### src/rtl/mem_arbiter.sv
// rtl/mem_arbiter.sv - two-requester round-robin arbiter for a shared SRAM data port
`timescale 1ns/1ps

module mem_arbiter #(
    parameter int ADDR_WIDTH = 18
) (
    input  logic        clk,
    input  logic        rst_n,

    input  logic        m0_req,
    input  logic        m0_we,
    input  logic        m0_sign,
    input  logic [1:0]  m0_size,
    input  logic [31:0] m0_addr,
    input  logic [31:0] m0_wdata,
    output logic        m0_ack,
    output logic        m0_err,
    output logic [31:0] m0_rdata,

    input  logic        m1_req,
    input  logic        m1_we,
    input  logic        m1_sign,
    input  logic [1:0]  m1_size,
    input  logic [31:0] m1_addr,
    input  logic [31:0] m1_wdata,
    output logic        m1_ack,
    output logic        m1_err,
    output logic [31:0] m1_rdata,

    output logic        mem_read,
    output logic        mem_write,
    output logic        mem_sign,
    output logic [1:0]  mem_size,
    output logic [31:0] mem_addr,
    output logic [31:0] mem_wdata,
    input  logic [31:0] mem_rdata
);

    localparam logic [1:0] S_IDLE    = 2'd0;
    localparam logic [1:0] S_ACCESS  = 2'd1;
    localparam logic [1:0] S_CAPTURE = 2'd2;
    localparam logic [1:0] S_DONE    = 2'd3;

    logic [1:0]  r_state;
    logic        r_grant;
    logic        r_last_grant;
    logic        r_we;
    logic        r_sign;
    logic [1:0]  r_size;
    logic [31:0] r_addr;
    logic [31:0] r_wdata;
    logic [1:0]  r_ack;
    logic [1:0]  r_err;
    logic [31:0] r_rdata0;
    logic [31:0] r_rdata1;

    logic        w_any;
    logic        w_sel;
    logic        w_we;
    logic        w_sign;
    logic [1:0]  w_size;
    logic [31:0] w_addr;
    logic [31:0] w_wdata;
    logic        w_bad;

    // On a tie the requester that was not served last wins.
    always_comb begin
        w_any   = m0_req | m1_req;
        w_sel   = (m0_req && m1_req) ? ~r_last_grant : m1_req;
        w_we    = w_sel ? m1_we    : m0_we;
        w_sign  = w_sel ? m1_sign  : m0_sign;
        w_size  = w_sel ? m1_size  : m0_size;
        w_addr  = w_sel ? m1_addr  : m0_addr;
        w_wdata = w_sel ? m1_wdata : m0_wdata;
        w_bad   = ((w_addr >> ADDR_WIDTH) != 32'd0)
               || (w_size == 2'b11)
               || ((w_size == 2'b01) && w_addr[0])
               || ((w_size == 2'b10) && (w_addr[1:0] != 2'b00));
    end

    always_ff @(posedge clk or negedge rst_n) begin
        if (!rst_n) begin
            r_state      <= S_IDLE;
            r_grant      <= 1'b0;
            r_last_grant <= 1'b1;
            r_we         <= 1'b0;
            r_sign       <= 1'b0;
            r_size       <= 2'b00;
            r_addr       <= 32'd0;
            r_wdata      <= 32'd0;
            r_ack        <= 2'b00;
            r_err        <= 2'b00;
            r_rdata0     <= 32'd0;
            r_rdata1     <= 32'd0;
        end else begin
            r_ack <= 2'b00;
            r_err <= 2'b00;
            case (r_state)
                S_IDLE: begin
                    if (w_any) begin
                        r_grant      <= w_sel;
                        r_last_grant <= w_sel;
                        r_we         <= w_we;
                        r_sign       <= w_sign;
                        r_size       <= w_size;
                        r_addr       <= w_addr;
                        r_wdata      <= w_wdata;
                        if (w_bad) begin
                            r_state       <= S_DONE;
                            r_ack[w_sel]  <= 1'b1;
                            r_err[w_sel]  <= 1'b1;
                        end else begin
                            r_state <= S_ACCESS;
                        end
                    end
                end
                S_ACCESS: begin
                    if (r_we) begin
                        r_state        <= S_DONE;
                        r_ack[r_grant] <= 1'b1;
                    end else begin
                        r_state <= S_CAPTURE;
                    end
                end
                S_CAPTURE: begin
                    if (r_grant) r_rdata1 <= mem_rdata;
                    else         r_rdata0 <= mem_rdata;
                    r_state        <= S_DONE;
                    r_ack[r_grant] <= 1'b1;
                end
                default: r_state <= S_IDLE;
            endcase
        end
    end

    // Decoded from state so the strobes drop the instant reset asserts.
    always_comb begin
        mem_read  = 1'b0;
        mem_write = 1'b0;
        mem_sign  = 1'b0;
        mem_size  = 2'b00;
        mem_addr  = 32'd0;
        mem_wdata = 32'd0;
        if (r_state == S_ACCESS) begin
            mem_read  = ~r_we;
            mem_write = r_we;
            mem_sign  = r_sign;
            mem_size  = r_size;
            mem_addr  = r_addr;
            mem_wdata = r_wdata;
        end else if (r_state == S_CAPTURE) begin
            mem_sign  = r_sign;
            mem_size  = r_size;
            mem_addr  = r_addr;
        end
    end

    assign m0_ack   = r_ack[0];
    assign m1_ack   = r_ack[1];
    assign m0_err   = r_err[0];
    assign m1_err   = r_err[1];
    assign m0_rdata = r_rdata0;
    assign m1_rdata = r_rdata1;

endmodule

### config.mk
export PLATFORM = sky130hd
export DESIGN_NAME = mem_arbiter
export DESIGN_NICKNAME = d
export VERILOG_FILES = /design/src/rtl/mem_arbiter.sv
export SDC_FILE = /design/constraint.sdc
export NUM_CORES = 1
export LEC_CHECK = 0
export ABC_AREA = 1
export CORE_AREA = 2 2 165 103
export DETAILED_ROUTE_END_ITERATION = 10
export DIE_AREA = 0 0 167 105
export PLACE_DENSITY = 0.8
export SLEW_MARGIN = 20
export SYNTH_ARGS = -nofsm -noshare
export SYNTH_HDL_FRONTEND = slang
export SYNTH_SLANG_ARGS = --single-unit
### constraint.sdc
create_clock -name clk -period 1.95 [get_ports clk]
set_input_delay 0.2925 -clock clk [delete_from_list [all_inputs] [get_ports clk]]
set_output_delay 0.2925 -clock clk [all_outputs]
set_load 0.02 [all_outputs]
Yosys cells after proc, flatten, opt, wreduce, memory -nomap -nowiden --
Index checks and enable logic that the tools add are counted.
Cells by class: $lt $le $gt $ge 4, reductions and logical operators 14, eq/ne operators 6, multiplexer cells 28, bitwise operators 4
Operators by type and width (count):
- 2-to-1 mux 32 bit | 5
- nonzero test 32 bit | 1
- 2-to-1 mux 2 bit | 9
- one-hot mux 2 bit (3 select lines) | 2
- 2-to-1 mux 1 bit | 10
- equality test 2 bit (second input constant) | 3
- AND reduction 2 bit | 3
- logical AND 1 bit | 5
- equality test 2 x 1 -> 1 bit (second input constant) | 2
- less-than comparator 1 x 2 -> 1 bit (second input constant) | 2
- logical OR 1 bit | 3
- NOT 1 bit | 3
- demux 1 bit (select 1 bit) | 2
- greater-or-equal comparator 1 bit (second input constant) | 2
- zero test 2 bit | 1
- inequality test 2 bit (second input constant) | 1
- nonzero test 2 bit | 1
- OR 1 bit | 1
Storage, ports and cells: output and inout bits 137, input port bits 172, bits in registers 140

Logic depth before layout (Yosys ltp) --
Gate-level depths: netlist of run 1.
depth in word-level cells 10, depth in mapped cells 13, mapped depth without buffers 13

Worst setup path after synthesis of run 1 --
No wires, ideal clock.
path kind reg2out, start point reg r_state[1], end point out mem_addr[10], buffers on the path 2, data arrival time 1527 ps, cell stages (with the launch flop) 7, required time 1657 ps, slack 130 ps, cells stage by stage dfrtp_1 inv_1 ha_1 clkbuf_1 nor2_1 clkbuf_1 nor2_1
On the way: cells in the longest elaborated chain, start to end 3, elaborated cells on any way between the ends 4, those cells by class 2 x eq/ne; 2 x mux
Ends and longest elaborated chain:
- from (decl) | line 44 | logic [1:0] r_state;
- from (signal assigned) | line 83 | r_state <= S_IDLE;
- from (signal assigned) | line 109 | r_state <= S_DONE;
- from (signal assigned) | line 113 | r_state <= S_ACCESS;
- equality test 2 bit | line 151 | end else if (r_state == S_CAPTURE) begin
- 2-to-1 mux 32 bit | line 151
- 2-to-1 mux 32 bit * | line 144 | if (r_state == S_ACCESS) begin
- to (decl) | line 34 | output logic [31:0] mem_addr,
Mark *: on every way between the ends. The rest lies on a longest branch, timed or not.

Worst setup path after layout of run 1 --
start point reg r_state[1], end point out mem_addr[31]
The elaborated chain is that of the path after synthesis.

==> metrics.md, run 1 <==
| Metric | Value |
|---|---|
| Status | `finished with violations` |
| Failing checks | `negative setup slack` |
| Clk_skew | `0.0132 ns` |
| Post-DP HPWL | `~15000 um` |
| Drt first-iter violations | `546` |
| Final hold viol count | `0` |
| Crit path time final | `2.00 ns` |
| Top cells by area, synth | `dfrtp_1, nand2_1, nand3_1` |
| Cell area after layout | `10800 um2` |
| Dpl ws | `-0.162 ns` |
| DIE AREA | `17500 um2` |
| Post-placement cell area | `10000 um2` |
| Max Slew Vio Count | `0` |
| WL final | `between 20000 and 25000 um` |
| Synth warn | `0` |
| DRC | `0` |
| Die X | `167 um` |
| Final nets | `1323` |
| Final Non-Filler Cells | `1369` |
| Final core utilization | `0.682` |
| Vias in the first global route | `6434` |
| Routed vias | `roughly 6700` |
| CTS tree | `built` |
| Maxcap violations | `0` |
| Largest net degree at the start of global routing | `56` |
| Initial DRT Pass Iterations | `7` |
| Max-slew headroom | `0.726` |
| Slew @ Worst Pin | `0.410 ns` |
| Fillcell total | `1251` |
| ANT cells | `0` |
| Sw Share | `0.430` |
| Clock slew at reported path FFs | `0.07 ns` |
| TritonCTS Buffers | `17` |
| Post-synth top area share | `0.539` |
| Dpl cells | `1326` |
| RePlAce Congestion | `0.853` |
| Synth unique cells | `18` |
| WP data arrival | `1.71 ns` |
| Leakage | `5.36 nW` |
| First-pass GRT wire length | `33000 um` |
| Crit Path Category | `flip-flop to primary output` |
| CP Launch Type | `flip-flop` |
| Largest area contributor in the netlist | `dfrtp_1` |
| #FFs+latches synth | `140` |
| GRT Overall Usage | `0.236` |
| Unrepaired setup endpoints after global routing | `yes` |
| Vias per cell | `4.86` |
| Clock Power Share | `0.175` |
| WP data required | `between 1.5 and 2 ns` |
| Starting density of the core | `0.406` |
| Final ANT Viol Nets | `0` |
| Final setup vio count | `34` |
| Initial antenna violation count | `0` |
| Layout cells sized above 1 | `0.169` |
| NetSw | `between 0.007 and 0.008 W` |
| CP endpoint kind | `primary output` |
| Max IR drop VDD | `0.965 mV` |
| Later-pin clock latency in the skew report | `0.41 ns` |
| Pwr dens | `1690 nW/um2` |
| Cell Rows | `36` |
| Int Pwr | `0.0105 W` |
| Clock buffer depth | `2` |
| Synth Instances | `824` |
| Worst min-delay path class | `input pin to async pin` |
| Area growth from synthesis to layout | `67.9%` |
| CTS sink cnt | `140` |
| Combinational power share | `0.548` |
| Root Buffer Master | `clkbuf_16` |
| # port buffers | `308` |
| WL/cell | `16.0 um` |
| Critical path peak fanout | `9` |
| Grt total ovfl | `0` |
| Final worst-path cycle share | `1.03` |
| Register area share after synthesis | `0.543` |
| Final worst slack | `-0.0542 ns` |
| Core area | `15900 um2` |
| Flop pwr share | `0.278` |
| Syn_area_per_cell | `between 7 and 8 um2` |
| Syn nets | `1000` |
| IO Pins | `309` |
| Height of the chip | `105 um` |
| CTS H-tree lvls | `4` |
| Mapped Area | `6450 um2` |
| Fmax achieved | `about 500 MHz` |
final timing paths:
| kind | startpoint | to | slack, ns | cells after the start |
|---|---|---|---|---|
| max | r_state[1]$_DFFE_PN0P_ | mem_addr[31] | -0.05 | 7 |
| min | rst_n | r_addr[8]$_DFFE_PN0P_ | 0.37 | 2 |
| max reg2reg | r_state[1]$_DFFE_PN0P_ | r_ack[0]$_DFF_PN0_ | 0.10 | 11 |
| min reg2reg | r_addr[1]$_DFFE_PN0P_ | r_addr[1]$_DFFE_PN0P_ | 0.49 | 2 |
| max in group asynchronous | rst_n | r_last_grant$_DFFE_PN1P_ | 0.94 | 3 |
| min in group clk | m0_we | r_we$_DFFE_PN0P_ | 0.44 | 3 |
layout by cell type (no fill, tap or decap):
cell type,Yosys,layout
a21oi_1,2,2
buf_12,0,13
buf_16,0,1
buf_2,12,29
buf_4,0,36
buf_6,2,28
buf_8,0,2
clkbuf_16,0,21
clkdlybuf4s50_1,0,238
clkinv_4,0,1
clkinv_8,0,3
clkinvlp_4,0,1
dfrtp_1,139,138
dfrtp_2,0,1
dfstp_2,1,1
dlygate4sd3_1,0,1
ha_1,4,1
ha_2,0,1
ha_4,0,2
inv_1,116,112
inv_2,1,5
inv_6,0,4
inv_8,0,6
nand2_1,256,253
nand2_2,0,3
nand2_8,0,1
nand3_1,98,98
nor2_1,47,13
nor2_2,2,22
nor2_4,0,14
o211ai_1,17,17
o21ai_0,86,85
o21ai_1,5,6
or2_2,1,1
area by class of cell:
type	count	area, um2	area share
clock inverter	15	168	0.0155
multi-input combinational	519	2500	0.231
timing repair buffer	352	3540	0.327
clock buffer	17	425	0.0392
sequential	140	3510	0.323
tap	209	262	0.0241
inverter	117	439	0.0405
critical path, stage by stage, from the launching register on:
cell       delay [ns]
dfrtp_1          0.42
inv_2            0.09
ha_4             0.20
nor2_4           0.05
buf_12           0.14
clkbuf_16        0.17
nor2_1           0.09
buf_4            0.15
flip-flops by register name, indices dropped and copies added (netlist names):
signal and flops:
r_size 2, r_addr 32, m1_rdata 32, r_grant 1, r_wdata 32, r_last_grant 1, m0_rdata 32, r_err 2
r_state 2, r_ack 2, r_sign 1, r_we 1
routing by layer:
| metal | GRT usage | wire length, um | part of all wire | up-vias |
|---|---|---|---|---|
| met5 | 0 | 0 | 0 | - |
| li1 | - | - | - | 3226 |
| met1 | 0.293 | 9270 | 0.42 | 3151 |
| met2 | 0.391 | 10300 | 0.47 | 262 |
| met3 | 0.0928 | 2120 | 0.097 | 15 |
| met4 | 0.0523 | 227 | 0.010 | 0 |
cell usage after synthesis, drive strengths merged:
cell type    n
nor2        49
clkbuf      34
inv        117
a21oi        2
ha           4
dfrtp      139
nand2      257
o211ai      17
buf         14
o21ai       91
or2          1
nand3       98
dfstp        1
kinds of logic after synthesis:
group,synth area share
compound gates,0.0919
fa+ha+maj,0.00775
buf+inv,0.101
flops,0.543
simple gates,0.257
metrics by stage:
step           TNS (ns)  hold slack, ns  total power [W]
2_1_floorplan         0        -0.00309          0.00970
3_3_place_gp      -1.92           0.243           0.0140
3_5_place_dp      -4.07           0.241           0.0142
4_1_cts           -7.94           0.363           0.0173
5_1_grt           -3.66           0.380           0.0195
6_report         -0.932           0.366           0.0183
timing repair:
item	in CTS	in global routing
cloned	1	6
endpoints found under the hold margin	38	0
hold buffers	1	0
buffers inserted	0	4
setup endpoints to repair	69	92
pin swaps	0	2
resized for setup	188	216
power groups by stage:
stage / Clock, W / Combinational [W] / Sequential, W
after CTS: 0.00326 / 0.00902 / 0.00507
after global routing: 0.00341 / 0.0108 / 0.00524
after global placement: 0 / 0.00893 / 0.00503
final: 0.00320 / 0.0101 / 0.00509
after floorplan: 0 / 0.00390 / 0.00580
after detailed placement: 0 / 0.00911 / 0.00509
(Power assumes the default switching activity.)
==> run 2, diff against run 1 <==
--- a/config.mk
+++ b/config.mk
@@ -6,6 +6,7 @@
 export NUM_CORES = 1
 export LEC_CHECK = 0
 export ABC_AREA = 1
+export CAP_MARGIN = 20
 export CORE_AREA = 2 2 165 103
 export DETAILED_ROUTE_END_ITERATION = 10
 export DIE_AREA = 0 0 167 105
==> results of run 2 <==
No change in the layout: final DEF, timing and power equal those of run 1.
